File: src/rtl/piso_pkg.sv
// piso_pkg: shared state type and sizing helpers for piso_serializer; PISO_PARITY_EN adds a trailing parity bit
package piso_pkg;
  typedef enum logic [1:0] {IDLE, SHIFT, PARITY} state_t;
`ifdef PISO_PARITY_EN
  localparam bit PAR_EN = 1'b1;
`else
  localparam bit PAR_EN = 1'b0;
`endif
  function automatic int cnt_w(input int n);
    return $clog2(n + 1);
  endfunction
  function automatic int frame_len(input int n);
    return n + int'(PAR_EN);
  endfunction
endpackage

File: src/rtl/piso_bit_counter.sv
// piso_bit_counter: loadable down-counter that holds at zero and flags it
module piso_bit_counter #(
  parameter int W = 3
) (
  input  logic         clk,
  input  logic         rst,
  input  logic         load,
  input  logic         dec,
  input  logic [W-1:0] load_val,
  output logic [W-1:0] cnt,
  output logic         zero
);
  logic [W-1:0] cnt_q, cnt_d;
  // reload wins; otherwise count down and stop at zero
  always_comb cnt_d = load ? load_val : (dec && cnt_q != '0) ? cnt_q - W'(1) : cnt_q;
  // counter register
  always_ff @(posedge clk) cnt_q <= rst ? '0 : cnt_d;
  assign cnt  = cnt_q;
  assign zero = cnt_q == '0;
endmodule

File: src/rtl/piso_serializer.sv
// piso_serializer: N-bit parallel-in serial-out with load handshake and frame markers; PISO_PARITY_EN appends an even-parity bit
module piso_serializer
  import piso_pkg::*;
#(
  parameter int N         = 4,
  parameter bit MSB_FIRST = 1'b1
) (
  input  logic         clk,
  input  logic         rst,
  input  logic [N-1:0] Data,
  input  logic         load_valid,
  output logic         load_ready,
  output logic         sout,
  output logic         sout_valid,
  output logic         frame_start,
  output logic         frame_last
);
  localparam int CW = cnt_w(N);
  state_t         state_q, state_d;
  logic [N-1:0]   sr_q, sr_d;
  logic           sout_q, sout_d, sout_valid_q, sout_valid_d;
  logic           frame_start_q, frame_start_d, frame_last_q, frame_last_d;
  logic [CW-1:0]  cnt;
  logic           zero, acc;
  assign load_ready = !rst && (state_q == IDLE || state_q == PARITY || (state_q == SHIFT && zero && !PAR_EN));
  assign acc        = load_valid && load_ready;
  piso_bit_counter #(.W(CW)) u_cnt (
    .clk      (clk),
    .rst      (rst),
    .load     (acc),
    .dec      (state_q == SHIFT),
    .load_val (CW'(N - 1)),
    .cnt      (cnt),
    .zero     (zero)
  );
`ifdef PISO_PARITY_EN
  logic par_q, par_d;
  // parity of the word captured at load
  always_comb par_d = acc ? ^Data : par_q;
  // parity register
  always_ff @(posedge clk) par_q <= rst ? 1'b0 : par_d;
`endif
  // next state and next registered outputs; outputs lead the state by one edge
  always_comb begin
    state_d       = IDLE;
    sr_d          = sr_q;
    sout_d        = 1'b0;
    sout_valid_d  = 1'b0;
    frame_start_d = 1'b0;
    frame_last_d  = 1'b0;
    if (acc) begin
      state_d       = SHIFT;
      sr_d          = Data;
      sout_d        = MSB_FIRST ? Data[N-1] : Data[0];
      sout_valid_d  = 1'b1;
      frame_start_d = 1'b1;
    end else if (state_q == SHIFT && !zero) begin
      state_d      = SHIFT;
      sr_d         = MSB_FIRST ? sr_q << 1 : sr_q >> 1;
      sout_d       = MSB_FIRST ? sr_q[N-2] : sr_q[1];
      sout_valid_d = 1'b1;
      frame_last_d = !PAR_EN && cnt == CW'(1);
`ifdef PISO_PARITY_EN
    end else if (state_q == SHIFT) begin
      state_d      = PARITY;
      sout_d       = par_q;
      sout_valid_d = 1'b1;
      frame_last_d = 1'b1;
`endif
    end
  end
  // state, shift register and output registers
  always_ff @(posedge clk) begin
    if (rst) begin
      state_q       <= IDLE;
      sr_q          <= '0;
      sout_q        <= 1'b0;
      sout_valid_q  <= 1'b0;
      frame_start_q <= 1'b0;
      frame_last_q  <= 1'b0;
    end else begin
      state_q       <= state_d;
      sr_q          <= sr_d;
      sout_q        <= sout_d;
      sout_valid_q  <= sout_valid_d;
      frame_start_q <= frame_start_d;
      frame_last_q  <= frame_last_d;
    end
  end
  assign sout        = sout_q;
  assign sout_valid  = sout_valid_q;
  assign frame_start = frame_start_q;
  assign frame_last  = frame_last_q;
endmodule

File: config.mk
export PLATFORM = sky130hd
export DESIGN_NAME = piso_serializer
export DESIGN_NICKNAME = d
export VERILOG_FILES = /design/src/rtl/piso_pkg.sv /design/src/rtl/piso_bit_counter.sv /design/src/rtl/piso_serializer.sv
export SDC_FILE = /design/constraint.sdc
export NUM_CORES = 1
export LEC_CHECK = 0
export ABC_AREA = 1
export CAP_MARGIN = 20
export CORE_MARGIN = 2
export CORE_UTILIZATION = 35
export CTS_BUF_LIST = sky130_fd_sc_hd__clkbuf_4
export CTS_CLUSTER_SIZE = 12
export DETAILED_ROUTE_END_ITERATION = 10
export SLEW_MARGIN = 20
export SYNTH_ARGS = -nofsm -noshare
export SYNTH_HDL_FRONTEND = slang
export SYNTH_SLANG_ARGS = --single-unit
export TNS_END_PERCENT = 100
File: constraint.sdc
create_clock -name clk -period 1.8 [get_ports clk]
set_clock_uncertainty 0.1 [all_clocks]
set_input_delay 0.18 -clock clk [delete_from_list [all_inputs] [get_ports clk]]
set_output_delay 0.18 -clock clk [all_outputs]
set_load 0.005 [all_outputs]
# Yosys cells after proc, flatten, opt, wreduce, memory -nomap -nowiden
# Cells that the tools add are included.
[word_totals]
reg_bits = 12
input_bits = 7
output_inout_bits = 5
wordCells = 41
[classes]
addsub = 1
eq_ne = 3
muxes = 11
bitwise = 1
reduce_logical = 16
[ops]
columns = ["operator", "count"]
rows = [
  ["$mux W1", 7],
  ["$mux W3", 2],
  ["$logic_and A1 B1 Y1", 5],
  ["$mux W2", 2],
  ["$reduce_bool A2 Y1", 2],
  ["$eq A3 B1 Y1 const B", 1],
  ["$logic_not A3 Y1", 1],
  ["$reduce_bool A3 Y1", 1],
  ["$reduce_or A3 Y1", 1],
  ["$sub A3 B1 Y3 const B", 1],
  ["$eq A2 B1 Y1 const B", 1],
  ["$eq A2 B2 Y1 const B", 1],
  ["$logic_not A1 Y1", 2],
  ["$logic_not A2 Y1", 1],
  ["$logic_or A1 B1 Y1", 2],
  ["$reduce_or A2 Y1", 1],
  ["$not A1 Y1", 1],
]

# Depth between registers and ports, before layout
[depth]
ltp_word = 6
ltp_mapped = 8
ltp_nobuf = 8

# Cells and area by module
# Synthesis repeated with hierarchy kept, for this count alone.
[unflattened]
hier_cells = 77
hier_area_um2 = 521.8
[modules_own_cells]
columns = ["module", "n_inst", "cells_per_inst", "area_each_um2", "seq_area_each_um2"]
rows = [
  ["piso_serializer", 1, 43, 320.3, 140.1],
  ["piso_bit_counter", 1, 34, 201.4, 60.1],
]

# Least setup slack after synthesis
# OpenSTA, ideal clock, no wires.
[synth_timing]
kind = "flip-flop to flip-flop"
startpoint = "register u_cnt.cnt_q[0], in the netlist u_cnt.cnt[0]"
endpoint = "register u_cnt.cnt_q[0], in the netlist u_cnt.cnt[0]"
setup_time_ns = 0.124
t_arrival_ns = 1.094
required_time_ns = 1.576
path_slack_ns = 0.481
path_stages_with_launch = 7
n_path_buf = 0
synth_period_minus_slack_ns = 1.319
cell_sequence = "dfxtp_1 inv_1 ha_1 a21boi_4 nor2_1 o21ai_0 o31ai_1"
[synth_via]
elab_chain_cells = 6
elab_cells_between_ends = 11
cone_classes = "add/sub (1); mux (2); reduce/logical (8)"
[synth_lines]
columns = ["item", "line_no", "rtl"]
rows = [
  ["start, declared", "piso_bit_counter.sv:13", "logic [W-1:0] cnt_q, cnt_d;"],
  ["start signal, assigned", "piso_bit_counter.sv:17", "always_ff @(posedge clk) cnt_q <= rst ? '0 : cnt_d;"],
  ["$logic_not A3 Y1 *", "piso_bit_counter.sv:19", "assign zero = cnt_q == '0;"],
  ["$logic_and A1 B1 Y1 *", "piso_serializer.sv:25", "assign load_ready = !rst && (state_q == IDLE || state_q == PARITY || (state_q == SHIFT && zero && !PAR_EN));"],
  ["$logic_or A1 B1 Y1 *", "piso_serializer.sv:25", ""],
  ["$logic_and A1 B1 Y1 *", "piso_serializer.sv:25", ""],
  ["via load_ready", "piso_serializer.sv:12", "output logic load_ready,"],
  ["$logic_and A1 B1 Y1 *", "piso_serializer.sv:26", "assign acc = load_valid && load_ready;"],
  ["$mux W2 / $reduce_bool A2 Y1 (equally long branches)", "n/a", ""],
]
# Mark *: on every way through the listed nets, which the timed path passes. The rest lies on a longest branch. The select of a mux whose other input is x is not followed.
# A chain may end at the register's enable or synchronous reset.

# Final worst setup path
[layout_timing]
startpoint = "register u_cnt.cnt_q[0], in the netlist u_cnt.cnt[0]"
endpoint = "output port load_ready"
[layout_via]
elab_chain_cells = 4
[layout_lines]
columns = ["item", "line_no"]
rows = [
  ["$logic_not A3 Y1", "piso_bit_counter.sv:19"],
  ["$logic_and A1 B1 Y1", "piso_serializer.sv:25"],
  ["$logic_or A1 B1 Y1", "piso_serializer.sv:25"],
  ["$logic_and A1 B1 Y1", "piso_serializer.sv:25"],
  ["end, declared", "piso_serializer.sv:12"],
]
# Every way passes these cells.

==> flow_metrics.tcl <==
set metrics [dict create \
    tritoncts.num_buffers 3 \
    count_of_mapped_cells_out_of_synthesis 56 \
    cts.path.max_buffers 2 \
    initial_utilization_pct 37.4 \
    relSlewSlack_pct 86.7 \
    share_seq_of_total_power_pct 45.5 \
    layout_min_cycle_time_ns 1.63 \
    p_total_uw 549 \
    first_pass_iters 2 \
    worstSetupPathType "flip-flop to output port" \
    grt_antenna_before_repair 0 \
    routed_wirelength_microns 911 \
    slew_violations 0 \
    count_of_hold_buffers_inserted_by_post_cts_repair 0 \
    buffer_ports.inserted 11 \
    synthesis.yosys.warnings 0 \
    status "finished clean" \
    power_per_unit_of_standard_cell_area_nw_per_um2 828 \
    drcViolationCount 0 \
    synth-adder-area-share_pct 7.81 \
    detailed_place_hpwl_microns 698 \
    via_count 441 \
    grt_pass1_vias 355 \
    ioPinCount 12 \
    place_congestion 0.710 \
    fp.dieArea_sq_um 1690 \
    holdPathStages 1 \
    synth_area_sq_um 480 \
    detail-route-antenna-nets 0 \
    p_sw_share_pct 29.6 \
    synth_area_leaders "sky130_fd_sc_hd__dfxtp_1 (42%), sky130_fd_sc_hd__ha_1 (7.8%), sky130_fd_sc_hd__nand2_1 (7.8%), sky130_fd_sc_hd__nand3_1 (5.2%), sky130_fd_sc_hd__o211ai_1 (4.7%)" \
    fmaxAchievable_mhz 612 \
    clkSlewWorstSetupHoldPaths_ns 0.07 \
    clock_insertion_delay_at_the_later_pin_of_the_skew_report_ns 0.27 \
    peakVddDrop_uv 402 \
    comb_power_share_pct 24.5 \
    placeableCoreArea_sq_um 1280 \
    post-place-ws_ns 0.195 \
    floorplan.rows 13 \
    worst_slack_ns 0.167 \
    rsz0062_at_grt "false" \
    hold_viol 0 \
    netSwitchingPower_uw 162 \
    yosys-top-cells-count "sky130_fd_sc_hd__dfxtp_1 (10), sky130_fd_sc_hd__nand2_1 (10), sky130_fd_sc_hd__inv_1 (5), sky130_fd_sc_hd__nand3_1 (5)" \
    synth-async-reset-ratio_pct 0 \
    clock-root-buffer "sky130_fd_sc_hd__clkbuf_4" \
    cts_htree_levels 1 \
    regToRegSetupSlack_ns 0.36 \
    synth.mux.area_fraction_pct 0 \
    track_usage_pct 13.4 \
    post_route_cells_drive_above_1_share_pct 24.3 \
    synth_xor_area_share_pct 0 \
    post_synth_edffs 0 \
    cts.sink_count 10 \
    timing.critical_path.from_type "flip-flop" \
    synth-seq-cells 10 \
    ys_seq_area_share_pct 41.7 \
    grt_first_pass_wirelength_microns 1410 \
    layout-area-overhead-vs-synth_pct 38.0 \
    ff2ff_path_depth 9 \
    synth-compound-area-share_pct 16.1 \
    die_h_microns 41.1 \
    fp.dieW_microns 41.1 \
    post-synth-top-area-cell "sky130_fd_sc_hd__dfxtp_1" \
    hold_path_class "flip-flop to flip-flop" \
    total_number_of_nets_in_the_final_design 85 \
    worstPathMaxFanout 4 \
    static-leakage-power_uw 0.000290 \
    netlist.area_leader.share_pct 41.7 \
    drt-initial-drc-count 6 \
    grt-ovfl-total 0 \
    crit-reg2reg-capture "sr_q[1]" \
    wl_per_cell_microns 10.2 \
    cp.arrival_ns 1.35 \
    timing.setup.tns_ns 0 \
    synth-main-ff-cell "sky130_fd_sc_hd__dfxtp_1" \
    required_ns 1.52 \
    synthSimpleGateAreaFrac_pct 27.1 \
    timing.rr.start "u_cnt.cnt[0]" \
    synth_fp_nets 66 \
    maxCapViolCount 0 \
    diodes 0 \
    drt-vias-per-instance 4.96 \
    syn_avg_cell_area_sq_um 8.58 \
    final_min_period_over_clock_period_pct 90.7 \
    setup.worst_path.end_class "output port" \
    cts_tree "yes" \
    dominant_combinational_cell_family_by_area_after_synthesis "simple AND/OR/NAND/NOR gates" \
    power.share.clock_pct 30.0 \
    synth.lib_cells_used.distinct 18 \
    tightest_slew_ns 0.197 \
    p_int_uw 387 \
    grt_start_max_net_pins 11 \
    final_core_utilization_pct 51.6 \
    hold_path.startpoint "u_cnt.cnt[0]" \
    number_of_failing_setup_endpoints_in_the_final_timing_report 0 \
    worst_hold_path.endpoint "u_cnt.cnt[0]" \
]
[cells by family (layout without fill, tap and decap cells)]
| group | after synthesis | after routing |
|---|---|---|
| AND/OR/NAND/NOR | 24 | 24 |
| AO/OA/AOI/OAI | 10 | 10 |
| flip-flops | 10 | 10 |
| buffers and inverters | 9 | 27 |
| adder cells (fa/ha/maj) | 3 | 3 |
[cell type report]
class,count,area (sq um)
Clock buffer,3,22.5
Clock inverter,1,3.75
Fill cell,124,622
Inverter,8,30.0
Multi-Input combinational cell,37,248
Sequential cell,10,201
Tap cell,15,18.8
Timing Repair Buffer,15,139
[power groups by stage]
stage / clock (uW) / sequential (uW) / combinational [uW]
finish: 165 / 250 / 134
detailed placement: 0 / 255 / 127
CTS: 169 / 250 / 133
floorplan: 0 / 253 / 78.2
global route: 176 / 252 / 151
global placement: 0 / 255 / 126
[critical path, stage by stage, from the launching register on]
cell and delay, ns:
sky130_fd_sc_hd__dfxtp_2 0.35, sky130_fd_sc_hd__inv_1 0.07, sky130_fd_sc_hd__ha_2 0.21, sky130_fd_sc_hd__a21boi_4 0.15, sky130_fd_sc_hd__nor2_1 0.05, sky130_fd_sc_hd__dlygate4sd2_1 0.25
[metal layers]
| metal | global-route usage [%] | vias to the layer above | wire, microns | part of all wire, % |
|---|---|---|---|---|
| met1 | 14.4 | 201 | 399 | 44 |
| met3 | 3.26 | 2 | 42 | 4.6 |
| li1 | - | 227 | - | - |
| met5 | 0 | - | 0 | 0 |
| met2 | 23.4 | 11 | 453 | 50 |
| met4 | 7.50 | 0 | 16 | 1.8 |
[worst max-delay path by stage]
stage               slack [ns]         start  cells after the start      endpoint
detailed placement        0.19  u_cnt.cnt[0]                      5    load_ready
global placement          0.21  u_cnt.cnt[0]                      5    load_ready
finish                    0.17  u_cnt.cnt[0]                      5    load_ready
global route              0.09  u_cnt.cnt[0]                      5    load_ready
CTS                       0.18  u_cnt.cnt[0]                      5    load_ready
floorplan                 0.48  u_cnt.cnt[0]                      6  u_cnt.cnt[0]
[layout by cell type (no fill, tap or decap), types with 2 or more instances in the layout]
cell,synthesis,layout
sky130_fd_sc_hd__a21oi_1,3,3
sky130_fd_sc_hd__buf_4,0,4
sky130_fd_sc_hd__clkbuf_4,0,3
sky130_fd_sc_hd__clkdlybuf4s50_1,0,10
sky130_fd_sc_hd__dfxtp_1,10,9
sky130_fd_sc_hd__ha_1,3,2
sky130_fd_sc_hd__inv_1,5,5
sky130_fd_sc_hd__inv_2,3,3
sky130_fd_sc_hd__nand2_1,10,10
sky130_fd_sc_hd__nand2_2,2,2
sky130_fd_sc_hd__nand3_1,5,5
sky130_fd_sc_hd__nand4_1,3,3
sky130_fd_sc_hd__nor2_1,2,2
sky130_fd_sc_hd__o211ai_1,3,3
[registers in the layout, summed over array words and instances (netlist names)]
name	count
u_cnt.cnt	3
frame_start	1
sr_q	3
state_q	1
frame_last	1
sout	1
[per-stage QoR]
stage                     instances  cell area (sq um)  hold slack [ns]
after global placement           84                627            0.358
after CTS                        89                663            0.367
final                            89                663            0.368
after detailed placement         84                627            0.365
after global routing             89                663            0.374
after floorplan                  56                480            0.214
[repair_timing]
item | CTS | global route
resized for setup | 3 | 0
buffers inserted | 1 | 0
endpoints found under the setup margin | 1 | 0
No activity file was read; power rests on OpenSTA's default activity.
